===== src/rtl/demux_pkg.sv =====
// rtl/demux_pkg.sv - shared helpers for the stream demultiplexer: channel count and select decode
package demux_pkg;

  localparam int unsigned MAX_S  = 8;
  localparam int unsigned MAX_CH = 1 << MAX_S;

  function automatic int unsigned ch_count(input int unsigned s);
    return 1 << s;
  endfunction

  // Bits at or above ch_count(s) are never set; callers keep the low CH bits.
  function automatic logic [MAX_CH-1:0] onehot(input logic [MAX_S-1:0] sel, input int unsigned s);
    logic [MAX_CH-1:0] m;
    m = '0;
    if (32'(sel) < ch_count(s)) m[sel] = 1'b1;
    return m;
  endfunction

endpackage


===== src/rtl/demux_slot.sv =====
// rtl/demux_slot.sv - one-entry output holding register with valid/ready handshake
module demux_slot #(
  parameter int N = 2
)(
  input  logic         clk,
  input  logic         reset,
  input  logic         load,
  input  logic [N-1:0] load_data,
  input  logic         out_ready,
  output logic         out_valid,
  output logic [N-1:0] out_data,
  output logic         free
);

  logic         valid_q, valid_d;
  logic [N-1:0] data_q, data_d;

  always_ff @(posedge clk or posedge reset) begin
    if (reset) begin
      valid_q <= 1'b0;
      data_q  <= '0;
    end else begin
      valid_q <= valid_d;
      data_q  <= data_d;
    end
  end

  // Load wins over drain so a full slot can be emptied and refilled on one edge.
  always_comb begin
    valid_d = valid_q;
    data_d  = data_q;
    if (load) begin
      valid_d = 1'b1;
      data_d  = load_data;
    end else if (out_ready) begin
      valid_d = 1'b0;
    end
  end

  assign free      = !valid_q || out_ready;
  assign out_valid = valid_q;
  assign out_data  = data_q;

endmodule


===== src/rtl/demux_stream.sv =====
// rtl/demux_stream.sv - registered valid/ready demultiplexer with broadcast to 2**S channels
module demux_stream
  import demux_pkg::*;
#(
  parameter  int N  = 2,
  parameter  int S  = 1,
  localparam int CH = int'(ch_count(S))
)(
  input  logic                  clk,
  input  logic                  reset,
  input  logic                  in_valid,
  output logic                  in_ready,
  input  logic [N-1:0]          in_data,
  input  logic [S-1:0]          in_select,
  input  logic                  in_bcast,
  output logic [CH-1:0]         out_valid,
  input  logic [CH-1:0]         out_ready,
  output logic [CH-1:0][N-1:0]  out_data
);

  logic [MAX_CH-1:0] sel_oh;
  logic              unused_oh;
  logic [CH-1:0]     tgt;
  logic [CH-1:0]     free;
  logic [CH-1:0]     load;
  logic              fire;

  assign sel_oh    = onehot(MAX_S'(in_select), S);
  assign unused_oh = ^sel_oh;
  assign tgt       = in_bcast ? {CH{1'b1}} : sel_oh[CH-1:0];

  // All-or-nothing: every targeted slot must be free, so a broadcast never splits.
  assign in_ready = &(~tgt | free);
  assign fire     = in_valid && in_ready;
  assign load     = {CH{fire}} & tgt;

  for (genvar i = 0; i < CH; i++) begin : g_slot
    demux_slot #(.N(N)) u_slot (
      .clk       (clk),
      .reset     (reset),
      .load      (load[i]),
      .load_data (in_data),
      .out_ready (out_ready[i]),
      .out_valid (out_valid[i]),
      .out_data  (out_data[i]),
      .free      (free[i])
    );
  end

endmodule


===== config.mk =====
export PLATFORM = sky130hd
export DESIGN_NAME = demux_stream
export DESIGN_NICKNAME = d
export VERILOG_FILES = /design/src/rtl/demux_pkg.sv /design/src/rtl/demux_slot.sv /design/src/rtl/demux_stream.sv
export SDC_FILE = /design/constraint.sdc
export NUM_CORES = 1
export LEC_CHECK = 0
export CORE_AREA = 2 2 39 41
export DETAILED_ROUTE_END_ITERATION = 16
export DIE_AREA = 0 0 41 43
export HOLD_SLACK_MARGIN = 0.03
export SYNTH_ARGS = -nofsm -noshare
export SYNTH_HDL_FRONTEND = slang
export SYNTH_SLANG_ARGS = --single-unit

===== constraint.sdc =====
create_clock -name clk -period 1.6 [get_ports clk]
set_input_delay 0.24 -clock clk [delete_from_list [all_inputs] [get_ports clk]]
set_output_delay 0.24 -clock clk [all_outputs]
set_load 0.05 [all_outputs]

==> flow_summary.ini <==
[synth]
synth_xor_area_frac = 0
synth_compound_area_frac = 0.104
yosys_warnings = 0
synthAdderAreaFrac = 0
synth_area_sq_um = 313
synth_seq_area_share = 0.480
synthSimpleGateAreaFrac = 0.176
ys_ff_latch = 6
syn_area_per_cell_sq_um = 11.6
synth_top_family_by_area = multiplexers
synth.mux.area_fraction = 0.180
ys_types = 17
synth.net_count = 36
syn_inst = 27

[place]
gp_congestion = 0.742
portBuffers = 15
placed_area_sq_um = 507
dpl.hpwl_microns = 570
dp_slack_ns = -0.179
dp_cells = 61

[critical_path]
worstPathRequired_ns = 1.36
crit_type = reg -> out
path_max_fanout = 3
cp-startpoint = g_slot[0].u_slot.out_valid
worst-r2r-cell-count = 4
cp-end-kind = output port
critPathArrivalTime_ns = 1.39
reg2reg_from = g_slot[0].u_slot.out_valid
rrSetupSlack_ns = 0.15
rr_endpoint = g_slot[1].u_slot.out_data[0]
cp-start-kind = flop
endpoint = in_ready

[status]
status = finished with violations
violations = setup timing

[route]
routed_via_density = 4.36
vias = 288
drc = 0
routed_wl_microns = 679
drt_iter0_markers = 1
ant_nets = 0
wl_per_cell_microns = 10.3
dr.pass1.iters = 2

[timing]
slew_violations = 0
finalHoldViolations = 0
final.setup.tns_ns = -0.0254
max_freq_mhz = 615
setup_viol = 1
worstMarginPinSlew_ns = 0.236
fin_crit_sh = 1.02
finClkSkew_ns = 0.00371
rsz0062_at_grt = true
setup_ws_ns = -0.0254
timing.hold.ws_ns = 0.211
min_period_ns = 1.63
maxSlewHeadroom = 0.842

[min_path]
min_path_type = in -> async

[grt]
grt_pass1_vias = 296
track_usage = 0.106
grt_antenna_before_repair = 0
grt_overflow = 0
grt_max_degree = 7
grt_pass1_wl_microns = 1170

[cts]
cts_max_path_buffers = 2
cts_made_buffers = 3
cts_root_buf = clkbuf_4
cts_tree = built
clk_latency_ns = 0.25
cts_max_level = 1
path_clk_slew_ns = 0.05
cts.sinks = 6

[cells_and_area]
finalNetCount = 61
syn_to_final_growth_pct = 77.6
diodes = 0
fin_area_sq_um = 556
stdcell_count = 66
drive_gt1_frac = 0.440
layout_common_cells = 13 x buf_4, 7 x clkdlybuf4s50_1, 6 x dfrtp_1
fillers = 148
layout_commonest_cell = buf_4
fin_util = 0.401

[floorplanning]
core_area_sq_um = 1380
start_util = 0.226
die_area_sq_um = 1760
die_w_microns = 41
rows = 14
pin_count = 16
fp.dieH_microns = 43

[pwr]
power_mw = 0.598
ir_worst_vdd_v = 0.000620
power_leakage_nw = 0.254
power_density_nw_per_um2 = 1080

[job]
max-cap-violations = 0
[cells in the mapped netlist]
library cell,number,area (sq um)
dfrtp_1,6,150
mux2_1,4,45.0
buf_4,2,15.0
nand2b_1,2,12.5
a211oi_2,1,12.5
a21oi_1,1,5.00
and2b_1,1,7.51
inv_1,1,3.75
mux2_2,1,11.3
nand2_1,1,3.75
nand3_1,1,5.00
nand3b_1,1,7.51
nand4_1,1,6.26
nor2b_1,1,6.26
o21ai_2,1,8.76
o22ai_1,1,6.26
or2_1,1,6.26
[power by group]
group | total [mW] | internal [mW] | switching [mW]
registers | 0.192 | 0.179 | 0.0132
logic | 0.267 | 0.109 | 0.158
clock network | 0.140 | 0.0848 | 0.0547
[cells by family (layout without fill, tap and decap cells)]
| logic type | Yosys count | in the layout |
|---|---|---|
| and+or+nand+nor | 9 | 9 |
| DFF | 6 | 6 |
| muxes | 5 | 5 |
| buffers and inverters | 3 | 26 |
| AOI/OAI and AO/OA | 4 | 4 |
[flip-flops by register name, indices dropped and copies added, names as in the netlist]
| register | cells |
|---|---|
| g_slot.u_slot.out_data | 4 |
| g_slot.u_slot.out_valid | 2 |
[routing by layer]
metal | vias up | global-route usage | share of wire
met1 | 135 | 0.107 | 0.38
met4 | 0 | 0.0600 | 0.012
met3 | 2 | 0.0785 | 0.087
met2 | 9 | 0.150 | 0.52
met5 | - | 0 | 0
li1 | 142 | - | -
[how the worst min path moves through the flow]
stage               slack (ns)  cells after the start                           end
floorplan                 0.03                      1  g_slot[0].u_slot.out_data[0]
global placement          0.47                      2  g_slot[0].u_slot.out_data[0]
detailed placement        0.48                      2  g_slot[0].u_slot.out_data[0]
CTS                       0.21                      2  g_slot[1].u_slot.out_data[0]
global route              0.25                      2  g_slot[1].u_slot.out_data[1]
finish                    0.21                      2  g_slot[1].u_slot.out_data[0]
[layout make-up]
cell class / instances / area [sq um] / share of cell area
clock buffers: 3 / 22.5 / 0.0405
inverters: 1 / 3.75 / 0.00676
multi-input cells: 18 / 163 / 0.293
flip-flops and latches: 6 / 150 / 0.270
well taps: 16 / 20.0 / 0.0360
repair buffers: 22 / 196 / 0.354
[critical path, cell delays in order (launching register included)]
cell	delay, ns
dfrtp_1	0.37
and2b_2	0.21
mux2_4	0.28
o22ai_4	0.12
buf_12	0.16
[timing repair]
action                                  CTS  global route
endpoints found under the setup margin    1             1
hold endpoints to repair                  0             0
hold buffers                              0             0
setup buffers                             2             0
pin swaps                                 1             0
resized for setup                         4             0
Note: power is estimated with default switching activity, not from simulation.
